<file path="src/rtl/speed_pkg.sv">
// rtl/speed_pkg.sv - shared types and defaults for the speed sampler
package speed_pkg;

    typedef enum logic [1:0] {
        IDLE,
        REQUEST,
        WAIT_EOC,
        PUBLISH
    } sampler_state_t;

    localparam int DEFAULT_SAMPLE_WIDTH = 12;
    localparam int DEFAULT_OUT_WIDTH    = 8;
    localparam int DEFAULT_AVG_LOG2     = 3;
    localparam int DEFAULT_DEADZONE     = 8;

    // A lost conversion is declared after 20 ms of the 100 MHz system clock.
    localparam int CLK_FREQ_HZ            = 100_000_000;
    localparam int EOC_TIMEOUT_MS         = 20;
    localparam int DEFAULT_TIMEOUT_CYCLES = CLK_FREQ_HZ / 1000 * EOC_TIMEOUT_MS;

endpackage

</file>
<file path="src/rtl/speed_sampler_if.sv">
// rtl/speed_sampler_if.sv - ADC conversion request / end-of-conversion handshake
interface speed_sampler_if
    import speed_pkg::*;
#(
    parameter int SAMPLE_WIDTH = DEFAULT_SAMPLE_WIDTH
);
    logic                    conv_start;
    logic                    adc_eoc;
    logic [SAMPLE_WIDTH-1:0] adc_data;

    modport master (output conv_start, input adc_eoc, input adc_data);
    modport slave  (input conv_start, output adc_eoc, output adc_data);
endinterface

</file>
<file path="src/rtl/eoc_watchdog.sv">
// rtl/eoc_watchdog.sv - cycle counter flagging a conversion that never completed
module eoc_watchdog
    import speed_pkg::*;
#(
    parameter int TIMEOUT_CYCLES = DEFAULT_TIMEOUT_CYCLES
) (
    input  logic clk,
    input  logic reset,
    input  logic clear,
    input  logic run,
    output logic expired
);
    localparam int CW = $clog2(TIMEOUT_CYCLES + 1);

    logic [CW-1:0] count;

    assign expired = run && !clear && (count == CW'(TIMEOUT_CYCLES - 1));

    // Holds at the limit; the sampler leaves WAIT_EOC on expiry and clears it.
    always_ff @(posedge clk) begin
        if (reset || clear) begin
            count <= '0;
        end else if (run && !expired) begin
            count <= count + 1'b1;
        end
    end
endmodule

</file>
<file path="src/rtl/speed_sampler.sv">
// rtl/speed_sampler.sv - averages ADC samples into a frame-synchronous ball speed
module speed_sampler
    import speed_pkg::*;
#(
    parameter int SAMPLE_WIDTH   = DEFAULT_SAMPLE_WIDTH,
    parameter int AVG_LOG2       = DEFAULT_AVG_LOG2,
    parameter int OUT_WIDTH      = DEFAULT_OUT_WIDTH,
    parameter int DEADZONE       = DEFAULT_DEADZONE,
    parameter int TIMEOUT_CYCLES = DEFAULT_TIMEOUT_CYCLES
) (
    input  logic                 clk,
    input  logic                 reset,
    input  logic                 enable,
    input  logic                 frame_end,
    speed_sampler_if.master      adc,
    output logic [OUT_WIDTH-1:0] move_speed,
    output logic                 speed_valid,
    output logic                 stale
);
    localparam int ACC_W       = SAMPLE_WIDTH + AVG_LOG2;
    localparam int CNT_W       = AVG_LOG2 + 1;
    localparam int SCALE_SHIFT = AVG_LOG2 + SAMPLE_WIDTH - OUT_WIDTH;

    sampler_state_t         state;
    sampler_state_t         nextState;
    logic [ACC_W-1:0]       acc;
    logic [CNT_W-1:0]       count;
    logic [OUT_WIDTH-1:0]   pending;
    logic [OUT_WIDTH-1:0]   scaled;
    logic                   pendingValid;
    logic                   convStart;
    logic                   expired;
    logic                   lastSample;

    assign lastSample     = (count == CNT_W'((1 << AVG_LOG2) - 1));
    // Average and top-bit scaling folded into one truncating shift.
    assign scaled         = OUT_WIDTH'(acc >> SCALE_SHIFT);
    assign adc.conv_start = convStart;

    eoc_watchdog #(
        .TIMEOUT_CYCLES(TIMEOUT_CYCLES)
    ) u_watchdog (
        .clk    (clk),
        .reset  (reset),
        .clear  (state == REQUEST || !enable),
        .run    (state == WAIT_EOC),
        .expired(expired)
    );

    always_comb begin
        nextState = state;
        case (state)
            IDLE:     if (enable) nextState = REQUEST;
            REQUEST:  nextState = WAIT_EOC;
            WAIT_EOC: begin
                if (adc.adc_eoc) begin
                    nextState = lastSample ? PUBLISH : REQUEST;
                end else if (expired) begin
                    nextState = REQUEST;
                end
            end
            PUBLISH:  nextState = REQUEST;
            default:  nextState = IDLE;
        endcase
        if (!enable) nextState = IDLE;
    end

    always_ff @(posedge clk) begin
        if (reset) begin
            state     <= IDLE;
            convStart <= 1'b0;
        end else begin
            state     <= nextState;
            convStart <= (nextState == REQUEST);
        end
    end

    // PUBLISH is evaluated after the frame hand-off so a same-cycle result stays pending.
    always_ff @(posedge clk) begin
        if (reset) begin
            acc          <= '0;
            count        <= '0;
            pending      <= '0;
            pendingValid <= 1'b0;
            move_speed   <= '0;
            speed_valid  <= 1'b0;
            stale        <= 1'b0;
        end else begin
            if (frame_end) begin
                if (!enable) begin
                    move_speed  <= '0;
                    speed_valid <= 1'b0;
                end else if (pendingValid) begin
                    move_speed   <= pending;
                    speed_valid  <= 1'b1;
                    pendingValid <= 1'b0;
                end
            end

            if (!enable) begin
                acc          <= '0;
                count        <= '0;
                pendingValid <= 1'b0;
            end else begin
                case (state)
                    WAIT_EOC: begin
                        if (adc.adc_eoc) begin
                            acc   <= acc + ACC_W'(adc.adc_data);
                            count <= count + 1'b1;
                            stale <= 1'b0;
                        end else if (expired) begin
                            stale <= 1'b1;
                        end
                    end
                    PUBLISH: begin
                        pending      <= (scaled < OUT_WIDTH'(DEADZONE)) ? '0 : scaled;
                        pendingValid <= 1'b1;
                        acc          <= '0;
                        count        <= '0;
                    end
                    default: ;
                endcase
            end
        end
    end
endmodule

</file>
<file path="src/flat_wrapper.sv">
// flat-port wrapper written by rule: the top's interface ports become plain ports
module speed_sampler_flat import speed_pkg::*;
#(
    parameter int SAMPLE_WIDTH   = DEFAULT_SAMPLE_WIDTH,
    parameter int AVG_LOG2       = DEFAULT_AVG_LOG2,
    parameter int OUT_WIDTH      = DEFAULT_OUT_WIDTH,
    parameter int DEADZONE       = DEFAULT_DEADZONE,
    parameter int TIMEOUT_CYCLES = DEFAULT_TIMEOUT_CYCLES
)
  (clk, reset, enable, frame_end, move_speed, speed_valid, stale, adc_conv_start, adc_adc_eoc, adc_adc_data);
  speed_sampler_if #(.SAMPLE_WIDTH(SAMPLE_WIDTH)) adc_i ();
  input  logic clk;
  input  logic reset;
  input  logic enable;
  input  logic frame_end;
  output logic [OUT_WIDTH-1:0] move_speed;
  output logic speed_valid;
  output logic stale;
  output wire logic [$bits(adc_i.conv_start)-1:0] adc_conv_start;
  input wire logic [$bits(adc_i.adc_eoc)-1:0] adc_adc_eoc;
  input wire logic [$bits(adc_i.adc_data)-1:0] adc_adc_data;
  assign adc_conv_start = adc_i.conv_start;
  assign adc_i.adc_eoc = adc_adc_eoc;
  assign adc_i.adc_data = adc_adc_data;
  speed_sampler #(.SAMPLE_WIDTH(SAMPLE_WIDTH), .AVG_LOG2(AVG_LOG2), .OUT_WIDTH(OUT_WIDTH), .DEADZONE(DEADZONE), .TIMEOUT_CYCLES(TIMEOUT_CYCLES)) u_core (.clk(clk), .reset(reset), .enable(enable), .frame_end(frame_end), .adc(adc_i), .move_speed(move_speed), .speed_valid(speed_valid), .stale(stale));
endmodule
</file>
<file path="config.mk">
export PLATFORM = sky130hd
export DESIGN_NAME = speed_sampler_flat
export DESIGN_NICKNAME = d
export VERILOG_FILES = /design/src/rtl/speed_pkg.sv /design/src/rtl/speed_sampler_if.sv /design/src/rtl/eoc_watchdog.sv /design/src/rtl/speed_sampler.sv /design/src/flat_wrapper.sv
export SDC_FILE = /design/constraint.sdc
export NUM_CORES = 1
export LEC_CHECK = 0
export ABC_CLOCK_PERIOD_IN_PS = 3000
export CAP_MARGIN = 20
export CORE_MARGIN = 2
export CORE_UTILIZATION = 30
export DETAILED_ROUTE_END_ITERATION = 7
export HOLD_SLACK_MARGIN = 0.05
export PLACE_DENSITY = 0.45
export SYNTH_ARGS = -nofsm -noshare
export SYNTH_HDL_FRONTEND = slang
export SYNTH_SLANG_ARGS = --single-unit
</file>
<file path="constraint.sdc">
create_clock -name clk -period 3 [get_ports clk]
set_input_delay 0.6 -clock clk [delete_from_list [all_inputs] [get_ports clk]]
set_output_delay 0.6 -clock clk [all_outputs]
set_load 0.05 [all_outputs]
</file>
-- After elaboration in Yosys (flattened, before gate mapping)
Cells that the tools add are included.
- order comparisons: 1
- bitwise logic cells: 1
- add/subtract/negate cells: 3
- muxes and demuxes: 18
- equal/unequal tests: 8
- reduce and logical (&&, ||, !) cells: 18
- operators by type and width (operator ; count):
    $pmux W15 S2 ; 1
    $mux W8 ; 3
    $add A21 B1 Y21 const B ; 1
    $eq A21 B21 Y1 const B ; 1
    $add A15 B12 Y15 ; 1
    $mux W15 ; 1
    $lt A8 B4 Y1 const B ; 1
    $mux W2 ; 4
    $pmux W4 S2 ; 1
    $mux W1 ; 6
    $pmux W2 S3 ; 1
    $reduce_and A2 Y1 ; 3
    $reduce_bool A2 Y1 ; 3
    $add A4 B1 Y4 const B ; 1
    $eq A2 B1 Y1 const B ; 2
    $eq A2 B2 Y1 const B ; 2
    $eq A4 B3 Y1 const B ; 1
    $mux W4 ; 1
    $reduce_or A2 Y1 ; 2
    $logic_and A1 B1 Y1 ; 3
    $logic_not A1 Y1 ; 3
    $reduce_and A3 Y1 ; 1
    $logic_not A2 Y1 ; 1
    $logic_or A1 B1 Y1 ; 2
    3 further kinds ; 3
- register bits: 62
- input port bits: 17
- output and inout bits: 11
- word-level logic and storage cells: 59

-- Longest topological paths before layout
- word-level depth: 10
- gate-level depth with buffers: 9
- gate-level depth less buffers: 8

-- By module
A second synthesis with hierarchy kept.
- cell total of the unflattened synthesis: 384
- area total of the unflattened synthesis: 3271.9 sq um
- modules (own cells, without submodules) (module ; area each (sq um) ; cells each ; seq. area each (sq um) ; times used):
    speed_sampler ; 2087.0 ; 244 ; 820.8 ; 1
    eoc_watchdog ; 1184.9 ; 140 ; 420.4 ; 1

-- Worst setup path after synthesis
OpenSTA, ideal clock, no wires.
- path kind: input to register
- start point: input adc_adc_data[0]
- end point: register u_core.acc[14]
- path buffers: 0
- arrival time: 2.242 ns
- library setup time: 0.116 ns
- path slack: 0.641 ns
- stages on the path: 8
- required time: 2.884 ns
- cell sequence: ha_1 -> fa_1 -> a21o_1 -> a221o_2 -> a41oi_2 -> a21oi_1 -> xnor2_1 -> nor2_1
- longest elaborated chain between the ends: 3
- ends and longest elaborated chain (item ; line ; source):
    from (decl) ; flat_wrapper.sv:21 ; input wire logic [$bits(adc_i.adc_data)-1:0] adc_adc_data;
    $add A15 B12 Y15 ; speed_sampler.sv:108 ; acc <= acc + ACC_W'(adc.adc_data);
    $mux W15 ; speed_sampler.sv:107 ; if (adc.adc_eoc) begin
    $pmux W15 S2 ; speed_sampler.sv:105 ; case (state)
    to (signal assigned) ; speed_sampler.sv:108 ;
    to (decl) ; speed_sampler.sv:26 ; logic [ACC_W-1:0] acc;
Every way passes these cells. The select of a mux whose other input is x is not followed.
A chain may end at the register's enable or synchronous reset.

-- Final worst setup path
Ends and elaborated chain as after synthesis.

==> flow_summary.toml <==
[outcome]
status = "completed"

[yosys]
synth_ff_type = "dfxtp_1"
yosysWarnings = 0
synth_edf_count = 0
avgSynthCellArea_um2 = 8.50
synth-seq-area-share_pct = 40.3
async_flop_share_pct = 0
synthDistinctLibCells = 52
synth_fp_nets = 397
ys_seq_elements = 62
synth_cells = 362
syn_area_mm2 = 0.00308

[clock_network]
numCtsBuffers = 9
cts.sinks = 62
clockBufferDepth = 2
cts_root_buf = "clkbuf_8"
clock_latency_ps = 340
hold_buffers = 0
htree_levels = 3
ctsResizeCount = 0
post-cts-setup-buffers = 0
cts_tree = "yes"
path_clk_slew_ps = 80

[sta]
tns_ps = 0
maxSlewHeadroom_pct = 59.5
fmax_mhz = 384
slew_violations = 0
post-route-period-util_pct = 86.7
setup_viol = 0
whs_ps = 453
post-route-min-period_ps = 2600
worst_pin_slew_ps = 604
rsz0062_at_grt = "no"
fin_skew_ps = 13.3
finalHoldViolCount = 0

[final_layout]
area_growth_pct = 21.0
multi_input_area_mm2 = 0.00176
drive_above_1_share_pct = 8.31
num_antenna_cells = 0
regArea_mm2 = 0.00124
nNetsFinal = 427
layout.cells.non_filler = 530
final_util_pct = 37.8
nFillCells = 1015

[flow_run]
max_cap_violations = 0

[setup_path]
worstSetupPathType = "primary input to flop"
required_ps = 3220
startpoint_type = "primary input"
crit_arrival_ps = 2830
worstPathMaxFanout = 4
end_kind = "flop"
rr_worst_depth = 8

[pwr]
peakVddDrop_v = 0.000181
p_per_area_mw_per_mm2 = 480
total_leakage_power_nw = 1.29

[placed_design]
globalplace.congestion = 0.813
hpwlAfterDp_um = 4930
io_buffers = 27
dp_cells = 514

[global_route]
grt_pass1_wl_um = 12300
grt_pass1_vias = 2574
grt.overflow.total = 0
grtUsageTotal_pct = 13.5
grt_max_degree = 21
antenna_found_initial = 0

[routing]
drcViolationCount = 0
ant_nets = 0
drtIter0Drc = 95
dr_total_vias = 2563
wl_per_cell_um = 13.1
drtPass1Iterations = 6
viasPerCell = 4.84
drt-total-wl_um = 6930

[worst_hold_path]
min_path_cells = 2
hold_path.class = "flop to flop"

[floorplan]
fp.dieH_um = 105
fp.dieW_um = 105
fp-row-count = 36
start_util_pct = 31.2
die_area_mm2 = 0.0111
core-area_mm2 = 0.00986
boundaryPins = 28
## placed cells by master, fill, tap and decap left out, types with 4 or more instances in the layout
master / instances
a21o_1: 4
a21oi_1: 33
a22o_1: 5
a22oi_1: 10
buf_4: 6
clkbuf_8: 9
clkdlybuf4s50_1: 27
dfxtp_1: 62
ha_1: 17
inv_1: 6
nand2_1: 41
nand3_1: 17
nand4_1: 14
nor2_1: 45
nor3_1: 8
o21ai_0: 8
xnor2_1: 14
xor2_1: 15
## flip-flops by register name (all words and copies together) (netlist names)
register	cells
u_core.adc.conv_start	1
u_core.state	2
u_core.acc	15
u_core.count	4
u_core.speed_valid	1
u_core.stale	1
u_core.pendingValid	1
u_core.u_watchdog.count	21
u_core.pending	8
u_core.move_speed	8
## cell families after synthesis
family | share of synthesized area, %
AND/OR/NAND/NOR | 24.9
AO/OA/AOI/OAI | 16.1
flip-flops | 40.3
XOR/XNOR | 8.25
buffers and inverters | 2.56
adder cells (fa/ha/maj) | 7.56
multiplexers | 0.325
## stage by stage
stage | total power, mW | cell area (um2) | worst slack (ps)
6_report | 1.79 | 3720 | 398
5_1_grt | 1.86 | 3720 | 344
2_1_floorplan | 0.929 | 3080 | 641
3_5_place_dp | 0.978 | 3500 | 84.4
3_3_place_gp | 0.978 | 3500 | 102
4_1_cts | 1.81 | 3720 | 440
## per-layer routing
metal | vias to the layer above | GRT usage, % | part of all wire [%]
li1 | 1349 | - | -
met3 | 9 | 3.77 | 3.8
met5 | - | 0 | 0
met4 | 0 | 4.67 | 1.4
met1 | 1162 | 18.4 | 53
met2 | 43 | 20.5 | 42
## cells in the mapped netlist, types with 4 or more instances
library cell	instances	area [um2]
inv_1	6	22.5
o21ai_0	8	40.0
nor3_1	8	40.0
clkbuf_1	9	33.8
nand4_1	14	87.6
ha_1	17	213
nor2_1	45	169
a21oi_1	33	165
dfxtp_1	62	1240
nand2_1	41	154
nand3_1	17	85.1
xor2_1	15	131
a21o_1	4	30.0
a22o_1	5	43.8
a22oi_1	10	75.1
xnor2_1	14	123
## where the power goes
| part | total [mW] | leakage (nW) | internal (mW) | switching, mW |
|---|---|---|---|---|
| Clock | 0.829 | 0.106 | 0.470 | 0.359 |
| Combinational | 0.126 | 0.689 | 0.0513 | 0.0749 |
| Sequential | 0.832 | 0.500 | 0.827 | 0.00438 |
| Total | 1.79 | 1.29 | 1.35 | 0.438 |
## cell type report
type | instances | area share (%)
inverters | 6 | 0.605
clock buffers | 9 | 3.33
well taps | 133 | 4.47
multi-input cells | 280 | 47.2
clock inverters | 7 | 2.62
flip-flops and latches | 62 | 33.3
repair buffers | 33 | 8.46
## final timing paths
path / start / to / slack [ps]
min: u_core.move_speed[4] / u_core.move_speed[4] / 450
min reg2reg: u_core.move_speed[4] / u_core.move_speed[4] / 450
max reg2reg: u_core.acc[0] / u_core.acc[14] / 780
max: adc_adc_data[0] / u_core.acc[14] / 400
## critical path: stages
cell and delay, ps:
clkdlybuf4s50_1 400, ha_1 220, fa_1 410, a21o_1 210
a221o_2 400, a41oi_2 250, a21oi_1 120, xnor2_1 160
nor2_1 50
(Power assumes the default switching activity.)
